$ cat src/rtl/ofdm_pkg.sv
// ofdm_pkg: shared definitions for the OFDM transmitter DAC path.
//   WORD_W   - width of one serializer word (config word or I/Q sample)
//   N, CP    - subcarriers and cyclic-prefix length; SYM_LEN = N + CP
//   sched_state_e - spi_tx_scheduler slot states
package ofdm_pkg;

    localparam int WORD_W  = 16;
    localparam int N       = 8;
    localparam int CP      = 4;
    localparam int SYM_LEN = N + CP;

    typedef enum logic [1:0] {
        ST_IDLE  = 2'd0,
        ST_CFG   = 2'd1,
        ST_SMP_I = 2'd2,
        ST_SMP_Q = 2'd3
    } sched_state_e;

endpackage

$ cat src/rtl/spi_tx_scheduler_slot_timer.sv
// slot_timer: word-slot down-counter.
//   sclk    in  clock
//   reset_n in  async active-low reset
//   load    in  start a new slot (count <= WORD_CYCLES-1)
//   tc      out terminal count: last cycle of the current slot
// The counter parks at zero between slots, so tc is also high while idle.
module slot_timer #(
    parameter int WORD_CYCLES = 18
) (
    input  logic sclk,
    input  logic reset_n,
    input  logic load,
    output logic tc
);

    localparam int CW = $clog2(WORD_CYCLES);

    logic [CW-1:0] cnt_q, cnt_d;

    always_comb begin
        cnt_d = cnt_q;
        if (load) begin
            cnt_d = CW'(WORD_CYCLES - 1);
        end else if (cnt_q != '0) begin
            cnt_d = cnt_q - 1'b1;
        end
    end

    always_ff @(posedge sclk or negedge reset_n) begin
        if (!reset_n) begin
            cnt_q <= '0;
        end else begin
            cnt_q <= cnt_d;
        end
    end

    assign tc = (cnt_q == '0);

endmodule

$ cat src/rtl/spi_tx_scheduler.sv
// spi_tx_scheduler: shares the 16-bit SPI serializer between DAC config
// words and OFDM I/Q samples, one fixed-length word slot per word.
//   sclk, reset_n        clock, async active-low reset
//   cfg_req/cfg_word     config request and word; cfg_ack pulses on latch
//   smp_valid/i/q/last   I/Q sample source; smp_ready pulses on latch
//   spi_data/spi_valid   word and slot-active flag to the serializer
//   sym_err              sticky symbol-length error
//
// state    | meaning
// ST_IDLE  | no slot active, arbitrate every cycle
// ST_CFG   | slot carrying a config word
// ST_SMP_I | slot carrying an I sample (always followed by ST_SMP_Q)
// ST_SMP_Q | slot carrying the held Q sample
module spi_tx_scheduler
    import ofdm_pkg::*;
#(
    parameter int WORD_CYCLES = 18,
    parameter int SYM_LEN     = ofdm_pkg::SYM_LEN
) (
    input  logic              sclk,
    input  logic              reset_n,
    input  logic              cfg_req,
    input  logic [WORD_W-1:0] cfg_word,
    output logic              cfg_ack,
    input  logic              smp_valid,
    input  logic [WORD_W-1:0] smp_i,
    input  logic [WORD_W-1:0] smp_q,
    input  logic              smp_last,
    output logic              smp_ready,
    output logic [WORD_W-1:0] spi_data,
    output logic              spi_valid,
    output logic              sym_err
);

    localparam int CNT_W = $clog2(SYM_LEN) + 1;

    sched_state_e      state_q, state_d;
    logic [WORD_W-1:0] spi_data_q, spi_data_d;
    logic              spi_valid_q, spi_valid_d;
    logic              cfg_ack_q, cfg_ack_d;
    logic              smp_ready_q, smp_ready_d;
    logic [WORD_W-1:0] hold_q_q, hold_q_d;
    logic              last_q, last_d;
    logic              in_sym_q, in_sym_d;
    logic [CNT_W-1:0]  cnt_q, cnt_d;
    logic              err_q, err_d;

    logic             load;
    logic             tc;
    logic             slot_end;
    logic             q_end;
    logic             sym_done;
    logic [CNT_W-1:0] cnt_base;

    slot_timer #(.WORD_CYCLES(WORD_CYCLES)) u_slot_timer (
        .sclk    (sclk),
        .reset_n (reset_n),
        .load    (load),
        .tc      (tc)
    );

    assign slot_end = (state_q != ST_IDLE) && tc;
    assign q_end    = (state_q == ST_SMP_Q) && tc;
    // The symbol closes at the end of its last Q slot; arbitration in that
    // same cycle already treats config as eligible again.
    assign sym_done = q_end && last_q;
    assign cnt_base = sym_done ? '0 : cnt_q;

    always_comb begin
        state_d     = state_q;
        spi_data_d  = spi_data_q;
        spi_valid_d = spi_valid_q;
        cfg_ack_d   = 1'b0;
        smp_ready_d = 1'b0;
        hold_q_d    = hold_q_q;
        last_d      = last_q;
        in_sym_d    = in_sym_q;
        cnt_d       = cnt_q;
        err_d       = err_q;
        load        = 1'b0;

        if (state_q == ST_SMP_I && slot_end) begin
            state_d    = ST_SMP_Q;
            spi_data_d = hold_q_q;
            load       = 1'b1;
        end else if (state_q == ST_IDLE || slot_end) begin
            if (q_end) begin
                if (last_q) begin
                    if (cnt_q != CNT_W'(SYM_LEN)) err_d = 1'b1;
                    in_sym_d = 1'b0;
                    cnt_d    = '0;
                    last_d   = 1'b0;
                end else if (cnt_q == CNT_W'(SYM_LEN)) begin
                    err_d = 1'b1;
                end
            end

            if (cfg_req && !(in_sym_q && !sym_done)) begin
                state_d     = ST_CFG;
                spi_data_d  = cfg_word;
                spi_valid_d = 1'b1;
                cfg_ack_d   = 1'b1;
                load        = 1'b1;
            end else if (smp_valid) begin
                state_d     = ST_SMP_I;
                spi_data_d  = smp_i;
                spi_valid_d = 1'b1;
                smp_ready_d = 1'b1;
                hold_q_d    = smp_q;
                last_d      = smp_last;
                in_sym_d    = 1'b1;
                // saturate so an overlong symbol cannot wrap back to SYM_LEN
                cnt_d       = (&cnt_base) ? cnt_base : cnt_base + 1'b1;
                load        = 1'b1;
            end else begin
                state_d     = ST_IDLE;
                spi_data_d  = '0;
                spi_valid_d = 1'b0;
            end
        end
    end

    always_ff @(posedge sclk or negedge reset_n) begin
        if (!reset_n) begin
            state_q     <= ST_IDLE;
            spi_data_q  <= '0;
            spi_valid_q <= 1'b0;
            cfg_ack_q   <= 1'b0;
            smp_ready_q <= 1'b0;
            hold_q_q    <= '0;
            last_q      <= 1'b0;
            in_sym_q    <= 1'b0;
            cnt_q       <= '0;
            err_q       <= 1'b0;
        end else begin
            state_q     <= state_d;
            spi_data_q  <= spi_data_d;
            spi_valid_q <= spi_valid_d;
            cfg_ack_q   <= cfg_ack_d;
            smp_ready_q <= smp_ready_d;
            hold_q_q    <= hold_q_d;
            last_q      <= last_d;
            in_sym_q    <= in_sym_d;
            cnt_q       <= cnt_d;
            err_q       <= err_d;
        end
    end

    assign spi_data  = spi_data_q;
    assign spi_valid = spi_valid_q;
    assign cfg_ack   = cfg_ack_q;
    assign smp_ready = smp_ready_q;
    assign sym_err   = err_q;

endmodule

$ cat config.mk
export PLATFORM = sky130hd
export DESIGN_NAME = spi_tx_scheduler
export DESIGN_NICKNAME = d
export VERILOG_FILES = /design/src/rtl/ofdm_pkg.sv /design/src/rtl/spi_tx_scheduler_slot_timer.sv /design/src/rtl/spi_tx_scheduler.sv
export SDC_FILE = /design/constraint.sdc
export NUM_CORES = 1
export LEC_CHECK = 0
export ABC_AREA = 0
export CAP_MARGIN = 5
export CORE_ASPECT_RATIO = 0.5
export CORE_UTILIZATION = 45
export CTS_CLUSTER_SIZE = 24
export DETAILED_ROUTE_END_ITERATION = 10
export GPL_TIMING_DRIVEN = 0
export PLACE_DENSITY_LB_ADDON = 0.08
export SLEW_MARGIN = 20
export SYNTH_ARGS = -nofsm -noshare
export SYNTH_HDL_FRONTEND = slang
export SYNTH_SLANG_ARGS = --single-unit
$ cat constraint.sdc
create_clock -name sclk -period 2.6 [get_ports sclk]
set_input_delay 0.52 -clock sclk [delete_from_list [all_inputs] [get_ports sclk]]
set_output_delay 0.52 -clock sclk [all_outputs]
set_load 0.01 [all_outputs]
## Yosys cells after proc, flatten, opt, wreduce, memory -nomap -nowiden

Cells that the tools add are included.

| word-level totals | value |
|---|---|
| flip-flop bits (word level) | 50 |

| cells by class | value |
|---|---|
| add/subtract/negate cells | 2 |
| mux-type cells | 36 |
| equality and inequality tests | 5 |
| reductions and logical operators | 20 |
| bitwise operators | 2 |

Operators with widths:

| kind | number |
|---|---|
| 16-bit two-way mux | 4 |
| 5-bit two-way mux | 8 |
| 1-bit two-way mux | 20 |
| 5-bit AND reduction | 2 |
| 2-bit two-way mux | 4 |
| 2-bit nonzero test | 4 |
| 1-bit logical AND | 6 |
| 5-bit by 1-bit adder with 5-bit output (second input constant) | 1 |
| 5-bit by 4-bit equality test with 1-bit output (second input constant) | 1 |
| 5-bit zero test | 1 |
| 5-bit by 4-bit != test with 1-bit output (second input constant) | 1 |
| 5-bit nonzero test | 1 |
| 5-bit by 1-bit subtractor with 5-bit output (second input constant) | 1 |
| 2-bit equality test (second input constant) | 2 |
| 4-bit AND reduction | 1 |
| 1-bit zero test | 2 |
| 2-bit zero test | 1 |
| 2-bit by 1-bit != test with 1-bit output (second input constant) | 1 |
| 1-bit inverter | 2 |
| 2-bit AND reduction | 1 |
| 1-bit logical OR | 1 |

## Longest topological paths before layout

Gate-level depths: netlist of run 1.

| depth | value |
|---|---|
| word-level depth | 11 |
| mapped depth | 9 |
| depth with buffers taken out | 9 |

## By module

From an unflattened synthesis of run 1, not the netlist that was laid out.

| unflattened totals | value |
|---|---|
| cell total of the unflattened synthesis | 220 |
| area total of the unflattened synthesis | 2,391.0 um^2 |

Modules (own cells, without submodules):

| module | seq. area each (um^2) | cells each | area each (um^2) | instances |
|---|---|---|---|---|
| spi_tx_scheduler | 1,126.1 | 194 | 2,133.3 | 1 |
| slot_timer | 125.1 | 26 | 257.7 | 1 |

## Worst setup path after synthesis of run 1

Ideal clock, no wire load.

| timing | value |
|---|---|
| path kind | reg-to-reg |
| start point | reg u_slot_timer.cnt_q[0] |
| end point | reg hold_q_q[10] |
| stages on the path, launching flop included | 9 |
| slack | 0.402 ns |
| arrival time | 2.073 ns |
| path buffers | 2 |
| cells stage by stage | dfrtp_1 -> inv_1 -> ha_1 -> or4b_1 -> buf_6 -> a22oi_4 -> and2_4 -> buf_12 -> mux2_4 |

| between the ends | value |
|---|---|
| longest elaborated chain between the ends | 9 |
| elaborated cells on any way between the ends | 13 |
| those cells by class | 2 x bitwise; 11 x reduce/logical |

Ends and longest elaborated chain:

| item | line | text |
|---|---|---|
| start: declaration | spi_tx_scheduler_slot_timer.sv:18 | `logic [CW-1:0] cnt_q, cnt_d;` |
| start signal: assignment | spi_tx_scheduler_slot_timer.sv:33 | `cnt_q <= cnt_d;` |
| 5-bit zero test * | spi_tx_scheduler_slot_timer.sv:37 | `assign tc = (cnt_q == '0);` |
| 1-bit logical AND | spi_tx_scheduler.sv:63 | `assign q_end = (state_q == ST_SMP_Q) && tc;` |
| 1-bit logical AND | spi_tx_scheduler.sv:66 | `assign sym_done = q_end && last_q;` |
| 1-bit zero test | spi_tx_scheduler.sv:98 | `if (cfg_req && !(in_sym_q && !sym_done)) begin` |
| 1-bit logical AND | spi_tx_scheduler.sv:98 |  |
| 1-bit zero test | spi_tx_scheduler.sv:98 |  |
| 1-bit logical AND | spi_tx_scheduler.sv:98 |  |
| 1-bit inverter (no line) | -- |  |
| 4-bit AND reduction (no line) * | -- |  |
| end signal: assignment | spi_tx_scheduler.sv:141 | `hold_q_q <= hold_q_d;` |
| end: declaration | spi_tx_scheduler.sv:42 | `logic [WORD_W-1:0] hold_q_q, hold_q_d;` |

Mark *: on every way between the ends. The rest lies on a longest branch, timed or not.
A chain may end at the register's enable or synchronous reset.

## Final worst setup path of run 1

| timing | value |
|---|---|
| start point | in cfg_req |
| end point | reg spi_data_q[12], in the netlist spi_data[12] |

| between the ends | value |
|---|---|
| longest elaborated chain between the ends | 4 |

Ends and longest elaborated chain:

| item | line | text |
|---|---|---|
| start: declaration | spi_tx_scheduler.sv:22 | `input logic cfg_req,` |
| 1-bit logical AND | spi_tx_scheduler.sv:98 |  |
| 16-bit two-way mux | spi_tx_scheduler.sv:98 |  |
| 16-bit two-way mux | spi_tx_scheduler.sv:86 | `end else if (state_q == ST_IDLE \|\| slot_end) begin` |
| 16-bit two-way mux | spi_tx_scheduler.sv:82 | `if (state_q == ST_SMP_I && slot_end) begin` |
| end signal: assignment | spi_tx_scheduler.sv:137 | `spi_data_q <= spi_data_d;` |
| end: declaration | spi_tx_scheduler.sv:38 | `logic [WORD_W-1:0] spi_data_q, spi_data_d;` |

No other way between the ends. The select of a mux whose other input is x is not followed.

==> summary by stage, run 1 <==
Outcome
The flow ran to the end, and the final reports show no timing, DRC or antenna violations.

Final layout
The most common cell after layout, fill and taps aside is clkdlybuf4s50_1. For this run, the post-layout net count is 369. The area added between synthesis and finish is 38.4%. The ratio of cells with drive above 1 in the final layout is 12.5%. After routing the design area is 0.00355 mm^2.

The number of diodes added for antenna fixing is 0. The top cell types in the final layout, fill and taps aside, are 71 x clkdlybuf4s50_1, 50 x dfrtp_1, 21 x a21oi_1.

Routing
Dividing the detail-routed via count by the number of cells gives about 5.7. Dividing the detail-routed wire length by the instance count gives 17.4 um. The final wirelength is between 6 and 7 mm. The number of remaining DRC errors is 0. The number of nets still failing antenna checks after routing is 0. The violation count after the first detailed-route iteration is approximately 130. The first-pass iteration count of the detailed router is 4. The number of vias in the routed layout is roughly 2200.

Clock tree
Buffers inserted during clock tree synthesis total 5. TritonCTS built the clock tree. The maximum clock insertion buffer count is 2. Counting every sink on the clock net gives 50.

The clock root buffer is clkbuf_16. The clock-pin slew on the worst setup and hold paths is 0.06 ns. The number of H-tree levels is 2. The clock reaches the later pin of the worst-skew pair after between 0.2 and 0.3 ns.

Power and ir drop
For this design the total switching power over the nets is 1.37 mW. In this run, the clock network consumes 15.7% of the power. The share of total power dissipated in combinational logic is between 40% and 50%. The share of total power consumed by net switching is around a third. The power per cell area is approximately 1100 mW/mm^2.

The power consumption is slightly below 4 mW. Cell internal power was estimated by the tool at 2.56 mW. The largest voltage drop on the vdd net is ~0.68 mV. The portion of total power attributed to sequential cells is 36.8%.

The analysis attributes to cell leakage a power of around 1.5 nW.

Synth
Counting flops and latches in the post-synthesis netlist gives 50. Yosys mapped a number of flops with a built-in enable equal to 0. In the synthesized netlist the dominant register cell turns out to be dfrtp_1. The net count after synthesis is about 290. After synthesis, the mean cell area works out to 11.1 um^2. Synthesis handed over a netlist of ~230 instances. The cell area that synthesis handed to floorplanning was 0.00257 mm^2. For this run, asynchronously set or reset flops after synthesis account for 100%. After synthesis, the netlist uses 52 different library cells. The Yosys step of the flow raised 0 warnings. The share of the Yosys chip area taken by registers is around 50%.

Critical path
Along the worst path, the maximum fanout reaches 10. The worst reg-to-reg path cell count is 8. On the critical path, the stage with the largest delay is an instance of a311oi_4. The endpoint type of the worst setup path is a register. The end of the worst register-to-register path is spi_data[12]. The critical path is of the in -> reg type. The cell family contributing the most delay on the critical path is buffers and inverters.

The kind of start point of the critical path is an input pin. The signal on the critical path passes through clkdlybuf4s50_1 -> and2b_2 -> a311oi_4 -> clkbuf_1 -> a21oi_1 -> a22oi_1. Across all register-to-register paths, the minimum setup slack is 0.13 ns. In this design, the stage delay of the slowest critical-path cell is 0.57 ns. Data arrives at the worst endpoint at 2.71 ns. The worst register-to-register path begins at u_slot_timer.cnt_q[0].

The required arrival time at the worst endpoint is 2.79 ns. The critical path contains buffers and inverters numbering 2 combined.

Timing
The final-report max-slew violation count came to 0. For the pin with the worst max-slew slack, the measured transition is about 0.72 ns. The setup clock skew after layout is 0.00550 ns. The final hold violation count is 0. Based on the critical path, the design can be clocked at up to 396 MHz. The relative slew slack is between 50% and 60%. The post-route clock period utilization is 97.0%. Setup violations remaining at the end of the flow were counted as 0. Setup repair after global routing could not meet its margin everywhere. In the final timing run, aggregate negative setup slack is 0 ns.

The minimum clock period is ~2.5 ns.

Die
The overall die area is ~0.0060 mm^2. The number of top-level pins is between 70 and 80. The placeable core area is about 0.0055 mm^2. The total number of placement rows is 19.

The die is 109 um wide. The starting density of the core is a little under half. The y dimension of the die is 55.4 um.

Place
The HPWL after detailed placement is about 5 mm. At the end of routability-driven placement, the weighted congestion stood at between 0.8 and 0.9. The area of placed instances is about 0.0034 mm^2.

The number of buffers added on ports is between 70 and 80.

Min path
The tightest min-delay check is of the in -> async type.

Global route
The number of global-route vias before repair is ~2300. The initial antenna violation count is 0. Entering global routing, the biggest net connects 30 pins. The first-pass GRT wire length is about 11 mm. The overflow left after global routing is 0. The overall routing resource usage is approximately a quarter.

Flow run
Across the run, the number of max-cap violations was 0.
-- power by group through the flow --
stage / combinational (mW) / clock [mW] / sequential, mW
2_1_floorplan: 1.15 / 0 / 1.46
3_3_place_gp: 1.80 / 0 / 1.44
3_5_place_dp: 1.85 / 0 / 1.45
4_1_cts: 1.86 / 0.626 / 1.45
5_1_grt: 2.03 / 0.664 / 1.50
6_report: 1.87 / 0.619 / 1.45
-- repair_timing --
item                                   in CTS  in global routing
gates resized for setup                     0                  1
setup endpoints to repair                   0                 12
buffers inserted                            0                  1
hold buffers                                0                  0
endpoints found under the hold margin       0                  0
-- worst register-to-register path, cell delays in order, from the launching register on --
cell and delay [ns]:
dfrtp_1 0.37, inv_1 0.09, ha_1 0.23, nor4b_4 0.17
buf_4 0.17, a311oi_4 0.55, clkbuf_1 0.46, a21oi_1 0.14
a22oi_1 0.20
-- metrics by stage --
stage                     hold WS, ns  setup WS, ns  util [%]  std cells
after floorplan                 0.224         0.402         -        232
after global placement          0.455        -0.432      61.5        377
after detailed placement        0.466        -0.295      61.9        378
after CTS                       0.311       0.00835      64.3        385
after global routing            0.339       -0.0337      64.7        386
final                           0.291        0.0774      64.7        386
-- final cells by class --
| class | instances | area (um^2) |
|---|---|---|
| plain buffers | 16 | 104 |
| clock buffers | 7 | 133 |
| fillers | 463 | 1940 |
| inverters | 6 | 22.5 |
| multi-input cells | 160 | 1200 |
| flip-flops and latches | 50 | 1250 |
| well taps | 73 | 91.3 |
| repair buffers | 74 | 751 |
-- cell families (layout without fill, tap and decap cells) --
group / count (synthesis) / in the layout / synth area share (%)
simple gates: 56 / 56 / 12.0
mux: 17 / 17 / 9.61
xor+xnor: 3 / 3 / 1.02
flops: 50 / 50 / 48.8
fa+ha+maj: 3 / 3 / 1.46
buf+inv: 22 / 103 / 4.92
compound gates: 81 / 81 / 22.2
-- layer usage --
layer | vias up | track usage (%) | wire length, um
li1 | 1039 | - | -
met1 | 1103 | 34.2 | 3190
met2 | 68 | 38.2 | 3080
met3 | 7 | 6.14 | 416
met4 | 0 | 5.21 | 40
met5 | - | 0 | 0
-- worst max-delay path by stage --
stage	start	endpoint	slack, ns	cells past startpoint
6_report	cfg_req	spi_data[12]	0.08	6
5_1_grt	cfg_req	spi_data[12]	-0.03	6
4_1_cts	cfg_req	spi_data[12]	0.008	6
3_5_place_dp	cfg_req	spi_data[8]	-0.30	6
3_3_place_gp	reset_n	hold_q_q[7]	-0.43	1
2_1_floorplan	u_slot_timer.cnt_q[0]	hold_q_q[10]	0.40	8
-- state kept, by name, summed over array words and instances, names as in the netlist, 2 cells and up --
| signal | cells |
|---|---|
| hold_q_q | 16 |
| spi_data | 16 |
| cnt_q | 5 |
| u_slot_timer.cnt_q | 5 |
| state_q | 2 |
-- cells in the mapped netlist, types with 2 or more instances --
cell type  instances  area share, %
a211oi_1           3           0.88
a21oi_1           21            4.1
a22oi_1           16            4.7
a31oi_1            3           0.73
a41o_1             2           0.78
and2_1             3           0.73
and3_1             2           0.49
buf_6              2           0.88
clkbuf_1          10            1.5
dfrtp_1           50             49
ha_1               3            1.5
inv_1              6           0.88
mux2_4            15            8.8
nand2_1            9            1.3
nand3_1           18            3.5
nor2_1            11            1.6
nor3_1             2           0.39
o21ai_0            6            1.2
o22ai_1           16            3.9
xnor2_1            2           0.68
Power figures use the tool's default switching activity.
==> run 2: changes to the inputs <==
--- a/config.mk
+++ b/config.mk
@@ -7,12 +7,15 @@
 export LEC_CHECK = 0
 export ABC_AREA = 0
 export CAP_MARGIN = 5
+export CELL_PAD_IN_SITES_DETAIL_PLACEMENT = 1
+export CELL_PAD_IN_SITES_GLOBAL_PLACEMENT = 2
 export CORE_ASPECT_RATIO = 0.5
-export CORE_UTILIZATION = 45
+export CORE_UTILIZATION = 30
 export CTS_CLUSTER_SIZE = 24
 export DETAILED_ROUTE_END_ITERATION = 10
 export GPL_TIMING_DRIVEN = 0
 export PLACE_DENSITY_LB_ADDON = 0.08
+export SKIP_CTS_REPAIR_TIMING = 1
 export SLEW_MARGIN = 20
 export SYNTH_ARGS = -nofsm -noshare
 export SYNTH_HDL_FRONTEND = slang
==> constraint.sdc (replaced) <==
create_clock -name sclk -period 2.7 [get_ports sclk]
set_input_delay 0.54 -clock sclk [delete_from_list [all_inputs] [get_ports sclk]]
set_output_delay 0.54 -clock sclk [all_outputs]
set_load 0.01 [all_outputs]
==> summary by stage, run 2 (same netlist as run 1, synthesis figures left out) <==
Timing
The total setup violations reported at the end of the flow is 0 (unchanged). The maximum frequency from static timing analysis is roughly 400 MHz. The minimum clock period is ~2.5 ns. After layout, the worst path uses 90.8% of the clock period. The final hold violation count is 0 (unchanged). Setup repair after global routing missed its margin: false (was true).

The setup clock skew after layout is 0.00298 ns (was 0.00550 ns). The final-report max-slew violation count is 0 (unchanged). The relative slew slack is 55.7% (was 51.9%).

The slew at the pin closest to its max-slew limit is 0.665 ns (was 0.722 ns). The worst hold-check slack was 0.274 ns (was 0.291 ns).

Place
The area of placed instances was 0.00342 mm^2 (was 0.00340 mm^2). The number of buffers added on ports is 72 (unchanged). The instance count after placement with tap cells included is 416 (was 378). The final RePlAce weighted congestion is 0.759 (was 0.839). The half-perimeter wire length after placement was 5.78 mm (was 4.92 mm).

Routing
The number of vias in the routed layout was 2155 (was 2217). The number of remaining DRC errors came to 0 (unchanged). The average wire per cell in the routed design was 18.7 um (was 17.4 um). The violation count after the first detailed-route iteration came to 71 (was 133).

The first-pass iteration count of the detailed router is 4 (unchanged). The number of nets still failing antenna checks after routing is 0 (unchanged). The detail-routed via count per cell came to 5.07 (was 5.74). The final wirelength is 7.93 mm (was 6.73 mm).

Critical path
The required arrival time at the worst endpoint is 2.87 ns (was 2.79 ns). The worst setup path category is reg -> reg (was in -> reg). The endpoint arrival time on the critical path came to 2.62 ns (was 2.71 ns). Cell-by-cell listing of the critical path: inv_1 -> ha_1 -> or4b_1 -> buf_6 -> a22oi_4 -> and2_4 -> buf_12 -> mux2_4 (was clkdlybuf4s50_1 -> and2b_2 -> a311oi_4 -> clkbuf_1 -> a21oi_1 -> a22oi_1). The worst stage delay on the critical path was 0.46 ns (was 0.57 ns). The start of the worst register-to-register path is u_slot_timer.cnt_q[0] (unchanged). The largest driver fanout on the critical path is 10 (unchanged). The internal reg-to-reg setup slack is 0.25 ns (was 0.13 ns). The worst reg-to-reg path cell count is 8 (unchanged). The end of the worst register-to-register path is hold_q_q[2] (was spi_data[12]). The endpoint type of the worst setup path is a register (unchanged).

The kind of start point of the critical path is a register (was input pin). The standard cell with the maximum stage delay on the critical path is or4b_1 (was a311oi_4).

Outcome
Status: finished clean (unchanged).

Final layout
The area added between synthesis and finish is 39.8% (was 38.4%). The final design area excluding fillers is 0.00359 mm^2 (was 0.00355 mm^2). The number of diodes added for antenna fixing is 0 (unchanged). The sequential cell area is 0.00125 mm^2 (unchanged).

The fill cell total of the finished layout was 890 (was 463). The final cell count without fillers is 425 (was 386). The share of the core filled with cells is 44.0% (was 64.7%). The net total in the final layout was 369 (unchanged). The most common cell after layout, fill and taps aside is clkdlybuf4s50_1 (unchanged). Commonest cells after routing, fill and taps aside: 71 x clkdlybuf4s50_1, 50 x dfrtp_1, 21 x a21oi_1 (unchanged).

The ratio of cells with drive above 1 in the final layout came to 13.4% (was 12.5%). The area of combinational cells with multiple inputs is 0.00120 mm^2 (unchanged).

Power and ir drop
The largest voltage drop on the vdd net came to 0.354 mV (was 0.676 mV). The power per cell area was 1070 mW/mm^2 (was 1110 mW/mm^2). The power consumption was 3.83 mW (was 3.94 mW). The fraction of power consumed by combinational cells was 47.7% (was 47.4%). The portion of total power attributed to sequential cells was 36.6% (was 36.8%). The clock network fraction of total power is 15.8% (was 15.7%).

The power dissipated by switching net loads came to 1.37 mW (about the same). The standby leakage power is 1.46 nW (about the same). The internal power came to 2.46 mW (was 2.56 mW). The share of total power consumed by net switching is 35.7% (was 34.8%).

Clock tree
The clock insertion delay at the later pin of the skew report is 0.29 ns (was 0.28 ns). The number of H-tree levels is 2 (unchanged). The clock sink count is 50 (unchanged). The total clock buffers created by CTS is 5 (unchanged).

The clock tree from TritonCTS was built (unchanged). The clock root buffer is clkbuf_16 (unchanged). The clock-pin slew on the worst setup and hold paths was 0.06 ns (about the same). The maximum clock insertion buffer count came to 2 (unchanged).

Min path
The class of the tightest hold or removal check is in -> async (unchanged).

Die
The overall die area is 0.00895 mm^2 (was 0.00603 mm^2). The y dimension of the die is 67.4 um (was 55.4 um). The die extent in x came to 133 um (was 109 um). The number of top-level pins is 73 (unchanged). The placeable core area is 0.00814 mm^2 (was 0.00549 mm^2). The total number of placement rows is 23 (was 19). The starting density of the core was 31.5% (was 46.7%).

Global route
The initial antenna violation count was 0 (unchanged). The number of global-route vias before repair is 2388 (was 2293). The overall routing resource usage is 19.2% (was 24.3%). The first-pass GRT wire length is 12.8 mm (was 11.2 mm).

The pin count of the biggest net entering global routing is 51 (was 30). The overflow left after global routing is 0 (unchanged).

Flow run
The number of maximum-capacitance constraint violations is 0 (unchanged).
-- run 2: per-stage QoR --
step                      setup TNS [ns]  setup slack, ns
after detailed placement           -2.70           -0.325
after global routing                   0           0.0897
after global placement            -25.54           -0.468
after floorplan                        0            0.502
final                                  0            0.248
after CTS                        -0.0286          -0.0210
-- run 2: routing by layer --
layer	up-vias	global-route usage, %	part of all wire (%)
li1	1036	-	-
met1	1077	25.1	48
met2	38	32.5	47
met3	4	5.63	4.7
met4	0	3.02	0.33
met5	-	0	0
-- run 2: power by group through the flow --
stage / clock network, mW / logic [mW] / registers (mW)
2_1_floorplan: 0 / 1.11 / 1.40
3_3_place_gp: 0 / 1.77 / 1.40
3_5_place_dp: 0 / 1.82 / 1.41
4_1_cts: 0.630 / 1.83 / 1.41
5_1_grt: 0.650 / 2.01 / 1.46
6_report: 0.604 / 1.83 / 1.40
-- run 2: critical path: cells and delay by family (launching register included) --
family                   cells  cell delay, ns
buffers and inverters        3            0.43
adder cells (fa/ha/maj)      1            0.21
multiplexers                 1            0.31
AND/OR/NAND/NOR              2            0.69
AO/OA/AOI/OAI                1            0.27
flip-flops                   1            0.41
-- run 2: how the worst max path moves through the flow --
stage	startpoint	endpoint	slack, ns	cells after the start
3_5_place_dp	cfg_req	spi_data[9]	-0.32	6
4_1_cts	cfg_req	spi_data[9]	-0.02	6
3_3_place_gp	reset_n	hold_q_q[7]	-0.47	1
2_1_floorplan	u_slot_timer.cnt_q[0]	hold_q_q[10]	0.50	8
6_report	u_slot_timer.cnt_q[0]	hold_q_q[2]	0.25	8
5_1_grt	u_slot_timer.cnt_q[0]	spi_data[9]	0.09	8
-- run 2: final cells by class --
type                            instances  share of cell area, %
Sequential cell                        50                   34.9
Clock buffer                            5                   3.49
Inverter                                6                  0.628
Clock inverter                          2                  0.279
Timing Repair Buffer                   74                   20.4
Tap cell                              112                   3.91
Multi-Input combinational cell        160                   33.4
Buffer                                 16                   2.93
==> run 3: changes to the inputs <==
==> constraint.sdc (replaced) <==
create_clock -name sclk -period 2.3 [get_ports sclk]
set_input_delay 0.46 -clock sclk [delete_from_list [all_inputs] [get_ports sclk]]
set_output_delay 0.46 -clock sclk [all_outputs]
set_load 0.01 [all_outputs]
==> summary by stage, run 3 (same netlist as run 1, synthesis figures left out) <==
Outcome
Status: finished clean (unchanged).

Final layout
Commonest cells after routing, fill and taps aside: 71 x clkdlybuf4s50_1, 50 x dfrtp_1, 21 x a21oi_1 (unchanged). The final cell count without fillers is 438 (was 425). The most common cell after layout, fill and taps aside is clkdlybuf4s50_1 (unchanged). The area added between synthesis and finish came to 45.4% (was 39.8%). The ratio of cells with drive above 1 in the final layout was 19.6% (was 13.4%).

The number of diodes added for antenna fixing is 0 (unchanged). The net total in the final layout is 382 (was 369).

Routing
The average wire per cell in the routed design is 18.8 um (was 18.7 um). The first-pass iteration count of the detailed router came to 4 (unchanged). The number of remaining DRC errors came to 0 (unchanged). The number of nets still failing antenna checks after routing was 0 (unchanged).

The number of vias in the routed layout came to 2220 (was 2155). The detail-routed via count per cell was 5.07 (about the same). The violation count after the first detailed-route iteration is 73 (was 71). The final wirelength is 8.25 mm (was 7.93 mm).

Global route
The pin count of the biggest net entering global routing was 51 (unchanged). The first-pass GRT wire length is 12.8 mm (unchanged). The initial antenna violation count is 0 (unchanged). The overflow left after global routing is 0 (unchanged). The overall routing resource usage was 19.2% (unchanged). The number of global-route vias before repair is 2388 (unchanged).

Die
The placeable core area is 0.00814 mm^2 (unchanged). The total number of placement rows is 23 (unchanged). The overall die area was 0.00895 mm^2 (unchanged). The die extent in x came to 133 um (unchanged). The number of top-level pins is 73 (unchanged).

The starting density of the core is 31.5% (unchanged). The y dimension of the die is 67.4 um (unchanged).

Timing
The post-route clock period utilization is 99.1% (was 90.8%). The setup clock skew after layout was 0.00615 ns (was 0.00298 ns). The minimum clock period is 2.28 ns (was 2.45 ns). The worst hold-check slack came to 0.192 ns (was 0.274 ns). The relative slew slack is 55.6% (was 55.7%).

The slew at the pin closest to its max-slew limit was 0.665 ns (about the same). The final-report max-slew violation count is 0 (unchanged). The maximum frequency from static timing analysis was 439 MHz (was 408 MHz).

The total setup violations reported at the end of the flow came to 0 (unchanged). The final hold violation count is 0 (unchanged). Setup repair after global routing missed its margin: true (was false).

Clock tree
The number of H-tree levels is 2 (unchanged). The clock sink count is 50 (unchanged). The total clock buffers created by CTS was 5 (unchanged). The clock insertion delay at the later pin of the skew report is 0.29 ns (about the same).

The maximum clock insertion buffer count came to 2 (unchanged). The clock root buffer is clkbuf_16 (unchanged). The clock tree from TritonCTS is built (unchanged). The clock-pin slew on the worst setup and hold paths is 0.07 ns (was 0.06 ns).

Power and ir drop
The internal power is 3.05 mW (was 2.46 mW). The portion of total power attributed to sequential cells is 34.9% (was 36.6%). The clock network fraction of total power came to 15.1% (was 15.8%).

The power dissipated by switching net loads is 1.67 mW (was 1.37 mW). The standby leakage power is 1.54 nW (was 1.46 nW). The fraction of power consumed by combinational cells is 50.0% (was 47.7%). The share of total power consumed by net switching came to 35.4% (was 35.7%). The largest voltage drop on the vdd net is 0.421 mV (was 0.354 mV). The power per cell area is 1270 mW/mm^2 (was 1070 mW/mm^2).

Flow run
The number of maximum-capacitance constraint violations is 0 (unchanged).

Critical path
The endpoint arrival time on the critical path is 2.45 ns (was 2.62 ns). The required arrival time at the worst endpoint was 2.47 ns (was 2.87 ns). The kind of start point of the critical path is a register (unchanged). The worst setup path category is reg -> reg (unchanged). The largest driver fanout on the critical path is 7 (was 10). The endpoint type of the worst setup path is a register (unchanged).

Place
The half-perimeter wire length after placement is 5.78 mm (unchanged). The instance count after placement with tap cells included came to 416 (unchanged). The number of buffers added on ports is 72 (unchanged).

The final RePlAce weighted congestion came to 0.759 (unchanged).

Min path
The class of the tightest hold or removal check is in -> async (unchanged).
## run 3: cell count changes in the layout (fill, tap and decap cells not counted), moves of 2 or more
cell / delta
inv_1: -2
inv_2: +2
clkbuf_1: -3
buf_4: +13
clkbuf_2: +2
## run 3: power groups by stage
| stage | Clock, mW | Combinational [mW] | Sequential [mW] |
|---|---|---|---|
| 6_report | 0.713 | 2.36 | 1.65 |
| 5_1_grt | 0.761 | 2.59 | 1.72 |
| 4_1_cts | 0.739 | 2.15 | 1.65 |
| 3_5_place_dp | 0 | 2.13 | 1.66 |
| 3_3_place_gp | 0 | 2.08 | 1.64 |
| 2_1_floorplan | 0 | 1.30 | 1.65 |
## run 3: worst max-delay path, stage by stage, from the launching register on
cell	delay, ns
dfrtp_1	0.41
inv_2	0.10
ha_4	0.14
or4b_4	0.54
a22oi_4	0.25
and2_4	0.25
clkbuf_16	0.18
mux2_4	0.30
## run 3: path summary, 6_finish.rpt
check	from	cells past startpoint	slack, ns	end
worst min register to register	sym_err	1	0.47	sym_err
max in group asynchronous	reset_n	1	1.65	hold_q_q[10]
worst min-delay path	reset_n	1	0.19	cnt_q[4]
worst max register to register	u_slot_timer.cnt_q[0]	7	0.02	hold_q_q[9]
worst max-delay path	u_slot_timer.cnt_q[0]	7	0.02	hold_q_q[9]
min in group sclk	sym_err	1	0.47	sym_err
## run 3: per-stage QoR
stage / setup slack [ns] / cell area (um^2) / util [%] / setup TNS (ns) / power (mW)
detailed placement: -0.645 / 3420 / 42.0 / -11.59 / 3.79
global route: -0.0697 / 3730 / 45.8 / -0.827 / 5.07
CTS: -0.341 / 3560 / 43.7 / -6.61 / 4.54
finish: 0.0208 / 3730 / 45.8 / 0 / 4.72
floorplan: 0.102 / 2570 / - / 0 / 2.95
global placement: -0.788 / 3430 / 42.1 / -49.43 / 3.72
## run 3: layout make-up
| cell class | instances | area, um^2 |
|---|---|---|
| fill | 887 | 4410 |
| sequential | 50 | 1250 |
| multi-input combinational | 160 | 1220 |
| timing repair buffer | 88 | 856 |
| tap | 112 | 140 |
| clock buffer | 5 | 125 |
| buffer | 15 | 105 |
| inverter | 6 | 22.5 |
| clock inverter | 2 | 10.0 |
## run 3: routing by layer
metal	share of wire, %	vias to the layer above	track usage (%)
met5	0	-	0
met4	0.21	0	3.02
met3	4.9	2	5.63
met2	47	42	32.5
met1	48	1118	25.1
li1	-	1058	-
